===== config.mk =====
export PLATFORM = sky130hd
export DESIGN_NAME = route_ctrl
export DESIGN_NICKNAME = d
export VERILOG_FILES = /design/src/rtl/route_ctrl.sv
export SDC_FILE = /design/constraint.sdc
export NUM_CORES = 1
export LEC_CHECK = 0
export BUFFER_PORTS_ARGS = -buffer_cell sky130_fd_sc_hd__buf_4
export CAP_MARGIN = 20
export CORE_ASPECT_RATIO = 0.7
export CORE_MARGIN = 2
export CORE_UTILIZATION = 40
export CTS_CLUSTER_SIZE = 25
export DETAILED_ROUTE_END_ITERATION = 6
export PLACE_DENSITY = 0.7
export SYNTH_ARGS = -nofsm -noshare
export SYNTH_HDL_FRONTEND = slang
export SYNTH_SLANG_ARGS = --single-unit

===== constraint.sdc =====
create_clock -name clock -period 4.5 [get_ports clock]
set_clock_uncertainty 0.05 [all_clocks]
set_input_delay 0.9 -clock clock [delete_from_list [all_inputs] [get_ports clock]]
set_output_delay 0.9 -clock clock [all_outputs]
set_load 0.005 [all_outputs]

===== src/rtl/route_ctrl.sv =====
// route_ctrl: 5-port router control - round-robin header arbiter,
// XY routing and crossbar table. Macro ROUTE_WEST_FIRST_EN: west-first adaptive.
`ifndef EAST
`define EAST 0
`endif
`ifndef WEST
`define WEST 1
`endif
`ifndef NORTH
`define NORTH 2
`endif
`ifndef SOUTH
`define SOUTH 3
`endif
`ifndef LOCAL
`define LOCAL 4
`endif

module route_ctrl #(
  parameter int COORD_W = 8,
  parameter logic [2*COORD_W-1:0] ADDRESS = '0
) (
  input  logic                     clock,
  input  logic                     reset,
  input  logic [4:0]               h,
  input  logic [5*2*COORD_W-1:0]   dest,
  input  logic [4:0]               sender,
  output logic [4:0]               ack_h,
  output logic [14:0]              mux_in,
  output logic [4:0]               enable_out
);
  localparam int NPORT = 5;
  localparam logic [2:0] P_E = 3'(`EAST);
  localparam logic [2:0] P_W = 3'(`WEST);
  localparam logic [2:0] P_N = 3'(`NORTH);
  localparam logic [2:0] P_S = 3'(`SOUTH);
  localparam logic [2:0] P_L = 3'(`LOCAL);

  typedef enum logic [1:0] {
    S_IDLE, S_ARB, S_ROUTE, S_GRANT
  } state_t;

  state_t state, state_n;
  logic [2:0] sel, last_sel, req_port;
  logic [2:0] arb_idx, xy_port, route_port;
  logic [3:0] cand;
  logic       arb_hit, grant;
  logic [2*COORD_W-1:0] cur_dest;
  logic [COORD_W-1:0] dx, dy, lx, ly;
  logic [7:0] h_x, en_x, snd_x;
  logic [4:0] en_n;
  logic [14:0] mux_n;

  assign lx    = ADDRESS[2*COORD_W-1:COORD_W];
  assign ly    = ADDRESS[COORD_W-1:0];
  assign dx    = cur_dest[2*COORD_W-1:COORD_W];
  assign dy    = cur_dest[COORD_W-1:0];
  assign h_x   = {3'b000, h};
  assign en_x  = {3'b000, enable_out};
  assign snd_x = {3'b000, sender};

  // FSM state register
  always_ff @(posedge clock) begin
    if (reset) state <= S_IDLE;
    else       state <= state_n;
  end

  // FSM next state: one phase per cycle, abandon if headers vanish
  always_comb begin
    state_n = state;
    unique case (state)
      S_IDLE:  if (|h) state_n = S_ARB;
      S_ARB:   state_n = arb_hit ? S_ROUTE : S_IDLE;
      S_ROUTE: state_n = S_GRANT;
      S_GRANT: state_n = S_IDLE;
      default: state_n = S_IDLE;
    endcase
  end

  // Round-robin search starting just after the last winner
  always_comb begin
    arb_idx = sel;
    arb_hit = 1'b0;
    cand    = '0;
    for (int k = 1; k <= NPORT; k++) begin
      cand = {1'b0, last_sel} + 4'(k);
      if (cand >= 4'(NPORT)) cand = cand - 4'(NPORT);
      if (!arb_hit && h_x[cand[2:0]]) begin
        arb_hit = 1'b1;
        arb_idx = cand[2:0];
      end
    end
  end

  // Header target of the selected input
  always_comb begin
    cur_dest = '0;
    for (int i = 0; i < NPORT; i++)
      if (sel == 3'(i)) cur_dest = dest[i*2*COORD_W +: 2*COORD_W];
  end

  // Output port choice: XY, optionally west-first over free ports
  always_comb begin
    if (dx > lx)      xy_port = P_E;
    else if (dx < lx) xy_port = P_W;
    else if (dy < ly) xy_port = P_S;
    else if (dy > ly) xy_port = P_N;
    else              xy_port = P_L;
    route_port = xy_port;
`ifdef ROUTE_WEST_FIRST_EN
    if (dx >= lx) begin
      if (dx > lx && !enable_out[`EAST])
        route_port = P_E;
      else if (dy > ly && !enable_out[`NORTH])
        route_port = P_N;
      else if (dy < ly && !enable_out[`SOUTH])
        route_port = P_S;
    end
`endif
  end

  // Grant only to a still-pending header on a registered-free output
  assign grant = (state == S_GRANT) && h_x[sel]
               && !en_x[req_port] && !reset;
  assign ack_h = grant ? (5'b00001 << sel) : 5'b00000;

  // Crossbar table: drop finished connections, add the new grant
  always_comb begin
    en_n  = '0;
    mux_n = mux_in;
    for (int o = 0; o < NPORT; o++) begin
      en_n[o] = enable_out[o] && snd_x[mux_in[o*3 +: 3]];
      if (grant && req_port == 3'(o)) begin
        en_n[o]         = 1'b1;
        mux_n[o*3 +: 3] = sel;
      end
    end
  end

  // Datapath registers
  always_ff @(posedge clock) begin
    if (reset) begin
      sel        <= '0;
      last_sel   <= 3'(NPORT - 1);
      req_port   <= '0;
      enable_out <= '0;
      mux_in     <= '0;
    end else begin
      if (state == S_ARB && arb_hit) begin
        sel      <= arb_idx;
        last_sel <= arb_idx;
      end
      if (state == S_ROUTE) req_port <= route_port;
      enable_out <= en_n;
      mux_in     <= mux_n;
    end
  end

endmodule

==> results of run 1 <==
-- report_power, final --
| part | switching [uW] | leakage, uW | internal [uW] |
|---|---|---|---|
| clock network | 65.4 | 0.0000357 | 119 |
| registers | 57.7 | 0.000178 | 214 |
| logic | 578 | 0.00124 | 452 |
-- sequential cells by signal (all words and copies together), names as in the netlist, named ones only --
name,flops
last_sel,1
state,1
enable_out,5
req_port,2
sel,3
mux_in,9
-- worst paths after layout --
path             from  slack [ns]       end
max reg2reg    sel[0]        0.86    sel[0]
max            sel[0]        0.86    sel[0]
min          state[0]        0.42  state[0]
min reg2reg  state[0]        0.42  state[0]
-- final cells by class --
| class | count | area [um^2] | share of cell area [%] |
|---|---|---|---|
| clock inverters | 1 | 30.0 | 0.875 |
| well taps | 78 | 97.6 | 2.84 |
| flip-flops and latches | 22 | 440 | 12.8 |
| multi-input cells | 264 | 1940 | 56.4 |
| clock buffers | 3 | 41.3 | 1.20 |
| inverters | 10 | 37.5 | 1.09 |
| repair buffers | 113 | 848 | 24.7 |
-- cells by family after synthesis --
group | count (synthesis)
adder cells (fa/ha/maj) | 12
XOR/XNOR | 3
flip-flops | 22
multiplexers | 22
buffers and inverters | 35
other | 1
AND/OR/NAND/NOR | 142
AO/OA/AOI/OAI | 79
-- through the flow --
| stage | hold WS [ns] | worst slack [ns] |
|---|---|---|
| after floorplan | 0.392 | 1.33 |
| after global placement | 0.409 | 1.03 |
| after detailed placement | 0.412 | 0.938 |
| after CTS | 0.425 | 0.899 |
| after global routing | 0.471 | 0.677 |
| final | 0.424 | 0.862 |
-- routing by layer --
layer  track usage (%)  up-vias  share of wire [%]
met2              36.6      147                 44
met4              2.13        0               0.54
met1              33.1     1329                 45
li1                  -     1380                  -
met3              3.46        6                 10
met5                 0        -                  0
-- placed cells by master, fill, tap and decap left out, types with 5 or more instances in the layout --
master	netlist	layout
dfxtp_1	22	22
mux4_2	6	6
nand3b_1	5	5
a211oi_1	5	5
mux2i_1	12	12
nand3_1	6	6
conb_1	1	6
nor2b_1	10	10
a21oi_1	11	11
buf_4	7	113
nor4_1	18	18
ha_1	11	11
nor3_1	10	10
nor2_1	31	31
inv_1	8	8
o21ai_0	16	16
nand2b_1	8	8
or4_1	5	5
nand2_1	20	20
==> results.txt, run 1 <==
Final core occ - 55.5%
Initial Utilization - 41.3%
Startpoint types - register
Die width - 99.5 um
Leak - 0.00145 uW
Routability cong. - 1.00
Mux cell area share after synthesis - 11.8%
Maximum vdd drop - 0.217 mV
# diodes - 0
Area grow syn2layout - 34.3%
Final nets - 518
Clk sinks - 22
Final Hold Viols - 0
Ports - 117
Period utilisation layout - 80.8%
Post CTS Setup Buffer Count - 0
Total Neg Setup Slack - 0 ns
Max Fclk - 275 MHz
Routed Antenna Nets - 0
CP max stage delay - 0.62 ns
Post-synthesis xor/xnor area fraction - 1.03%
Crit path cell chain - inv_2 -> ha_1 -> buf_4 -> mux4_2 -> o211ai_2 -> o21ai_2 -> nand3b_1 -> nand4b_4 -> o41a_1 -> a211oi_1
Pins over their slew limit - 0
WL/cell - 16.9 um
Fillers - 579
Core ar. - 0.00619 mm^2
Worst EP required - 4.59 ns
Placed instance count - 487
Share of layout cells above drive strength 1 - 33.9%
Hpwl dp - 6.64 mm
Num rows - 24
Post-Syn Instances - 316
Top cells by area, synth - dfxtp_1 17%, ha_1 5.4%, mux4_2 5.3%
Chip Height - 70.9 um
Pre-Repair DR Iteration Count - 6
Ys async rst share - 0%
Design area - 0.00343 mm^2
Synth area leader - dfxtp_1
Initial antenna violation count - 0
Port Buffer Count - 110
Share of the synthesized area in the top cell type - 17.2%
Post-Syn Area - 0.00255 mm^2
GRT Residual Overflow - 0
DRC violations left - 0
Adder-cell share of the synthesized area - 6.17%
Number of synthesized register bits - 22
Post-CTS Resized - 0
Main combinational cell family by area after synthesis - simple AND/OR/NAND/NOR gates
Primary FF master, synth - dfxtp_1
Vias - 2862
Worst EP arrival - 3.73 ns
Hold Path Depth - 1
Slowest cell on the critical path - dfxtp_1
PwrDens - 433 mW/mm^2
WP depth - 10
Placed inst area - 0.00336 mm^2
Detailed Route Iter0 Violations - 231
CTS tree - done
RSZ-0062 raised after global routing - no
Yosys warnings - 0
Vias in the first global route - 2607
CTS H-tree lvls - 1
Post-synth top cells - 31 x nor2_1, 22 x dfxtp_1, 20 x nand2_1, 18 x nor4_1, 16 x o21ai_0
Clk pin slew, worst setup/hold paths - 0.08 ns
Total power - 1490 uW
Tot GR Track Use - 22.6%
Clock Latency Late Sink - 0.26 ns
Cts hold-fix bufs - 0
Synth cell types - 72
Sequential area share after synthesis - 17.2%
Worst path bufs/invs - 2
Max-Cap Viols - 0
Slew headroom - 45.5%
Non-filler cells, final - 491
CP delay by family, top - compound AO/OA/AOI/OAI gates
Synth Area per Inst - 8.08 um^2
Largest net degree at the start of global routing - 20
Most frequent cell after synthesis - nor2_1
CP endpoint kind - register
Post-synth EDFFs - 0
Count of final setup violators - 0
Crit Path Class - reg -> reg
Longest Clk Path Bufs - 2
Synth Area in Compound Gates - 23.6%
R2r worst-path depth - 10
Crit-path max FO - 17
Die ar. - 0.00705 mm^2
Worst slew pin tran - 0.817 ns
Post-Synth Simple-Gate Area - 32.3%
Vias per inst - 5.83
WL final - 8.30 mm
Worst hold path class - reg -> reg
Clock buffer count from CTS - 3
First-pass GRT wire length - 13.1 mm
Crit path time final - 3.64 ns
Clock root buffer - clkbuf_8
Status - completed
Power figures use the tool's default switching activity.
==> run 2: changes to the inputs <==
PLACE_DENSITY = 0.73   (was 0.7)
clock period = 2.95 ns   (was 4.5 ns; I/O delays follow)
==> run 2 against run 1 <==
Net effect:
- final cell count grew 7.3%
- flip-flop and latch count is the same
- clock power rose by 53%
- critical path depth up 1
- die area stayed put
- total power increased by 91%
- count of clock-buffer cells in the layout is the same
- sequential share of layout area shrank 1.3 points
==> results.txt, run 2 (synthesis gave the netlist of run 1 again) <==
PwrDens - 729 mW/mm^2 (+68%)
Clock Latency Late Sink - 0.26 ns (about the same)
Hold Slack - 0.433 ns (+0.00916 ns)
Worst EP arrival - 3.00 ns (-0.73 ns)
Crit path cell chain - inv_2 -> buf_4 -> ha_1 -> nor2b_2 -> nor4_4 -> o21ai_4 -> nand3b_1 -> nand4b_4 -> o41a_1 -> nand2b_1 -> a31oi_1
CTS H-tree lvls - 1 (unchanged)
Final nets - 554 (+6.9%)
Count of final setup violators - 0 (unchanged)
Num rows - 24 (unchanged)
Leak - 0.00165 uW (+14%)
CP delay by family, top - simple AND/OR/NAND/NOR gates
Final Hold Viols - 0 (unchanged)
Clock root buffer - clkbuf_8
Port Buffer Count - 110 (unchanged)
Die width - 99.5 um (unchanged)
Routed Antenna Nets - 0 (unchanged)
Clock buffer count from CTS - 3 (unchanged)
Largest register FFs - 9 (unchanged)
Pre-Repair DR Iteration Count - 4 (-2)
Crit path time final - 2.87 ns (-0.767 ns)
Cts hold-fix bufs - 0 (unchanged)
Fillers - 537 (-7.3%)
Design area - 0.00390 mm^2 (+14%)
CP endpoint kind - register
Worst hold path class - reg -> reg
Detailed Route Iter0 Violations - 143 (-38%)
Worst slew pin tran - 0.576 ns (-0.241 ns)
CP max stage delay - 0.51 ns (-0.11 ns)
Chip Height - 70.9 um (unchanged)
Slew headroom - 61.6% (+16 points)
DRC violations left - 0 (unchanged)
Worst path bufs/invs - 2 (unchanged)
Regs by FF count - mux_in (9), enable_out (5), sel (3)
Hpwl dp - 7.13 mm (+7.3%)
Hold_sp - state[0]
Placed inst area - 0.00359 mm^2 (+7.0%)
Largest Register - mux_in
Clk pin slew, worst setup/hold paths - 0.08 ns (about the same)
Die ar. - 0.00705 mm^2 (unchanged)
Crit-path max FO - 7 (-10)
Maximum vdd drop - 0.379 mV (+75%)
Area of the multi-input gates - 0.00209 mm^2 (+8.2%)
Vias - 3035 (+6.0%)
WL/cell - 17.4 um (+2.7%)
Initial Utilization - 41.3% (unchanged)
Non-filler cells, final - 527 (+7.3%)
Clk sinks - 22 (unchanged)
WL final - 9.15 mm (+10%)
Reg2reg start - sel[1]
Worst EP required - 3.08 ns (-1.51 ns)
Crit Path Class - reg -> reg
Area grow syn2layout - 52.8%
Placed instance count - 515 (+5.7%)
Total Neg Setup Slack - 0 ns (unchanged)
Max-Cap Viols - 0 (unchanged)
Commonest non-fill, non-tap cell in the layout - buf_4
Share of layout cells above drive strength 1 - 45.2% (+11 points)
Pins over their slew limit - 0 (unchanged)
Max Fclk - 348 MHz (+27%)
Largest net degree at the start of global routing - 29 (+45%)
Longest Clk Path Bufs - 2 (unchanged)
Most frequent cells in the layout - 147 x buf_4, 29 x nor2_1, 20 x nand2_1
Slowest cell on the critical path - o41a_1
Worst Setup Slack, final - 0.0792 ns (-0.783 ns)
Routability cong. - 0.954 (-4.7%)
Status - completed
Startpoint types - register
# diodes - 0 (unchanged)
CTS tree - done
First-pass GRT wire length - 13.9 mm (+6.3%)
Crit path launch - sel[1]
Vias in the first global route - 2719 (+4.3%)
Period utilisation layout - 97.3% (+16 points)
Core ar. - 0.00619 mm^2 (unchanged)
Vias per inst - 5.76 (-1.2%)
Ports - 117 (unchanged)
GRT Residual Overflow - 0 (unchanged)
Tot GR Track Use - 24.6% (+2.0 points)
Register area - 449 um^2 (+2.0%)
Post-placement setup slack - 0.0277 ns (-0.910 ns)
Initial antenna violation count - 0 (unchanged)
[run 2: worst paths after layout]
check / endpoint / slack (ns) / cells after the start
worst max-delay path: sel[1] / 0.08 / 11
worst min-delay path: state[0] / 0.43 / 1
worst max register to register: sel[1] / 0.08 / 11
worst min register to register: state[0] / 0.43 / 1
[run 2: power by group]
part | total (uW) | switching, uW | internal (uW)
Combinational | 2180 | 1100 | 1070
Sequential | 388 | 56.4 | 331
Clock | 281 | 99.7 | 181
[run 2: area by class of cell]
class                   instances  area share, %
inverters                      10           1.19
clock buffers                   3           1.06
multi-input cells             264           53.7
flip-flops and latches         22           11.5
well taps                      78           2.50
clock inverters                 1          0.769
repair buffers                149           29.3
[run 2: worst reg2reg max path: cells and delay by family (launching register included)]
kind / cells / cell delay (ns)
DFF: 1 / 0.41
adders and majority gates: 1 / 0.35
and+or+nand+nor: 5 / 0.87
AOI/OAI and AO/OA: 3 / 0.85
buffers and inverters: 2 / 0.25
[run 2: timing repair]
item | in CTS | in global routing
endpoints found under the hold margin | 0 | 0
resized for setup | 2 | 37
setup buffers | 0 | 8
pin swaps | 0 | 6
endpoints found under the setup margin | 3 | 9
[run 2: stage by stage]
step	total power [uW]	util (%)
finish	2840	63.1
global route	3020	63.1
CTS	2550	59.3
detailed placement	2260	58.1
global placement	2240	58.1
floorplan	1610	-
[run 2: metal layers]
layer | vias up | routed length (um) | track usage [%]
met2 | 139 | 4060 | 37.8
met1 | 1424 | 4200 | 37.2
met4 | 0 | 109 | 3.65
met5 | - | 0 | 0
li1 | 1458 | - | -
met3 | 14 | 778 | 3.56
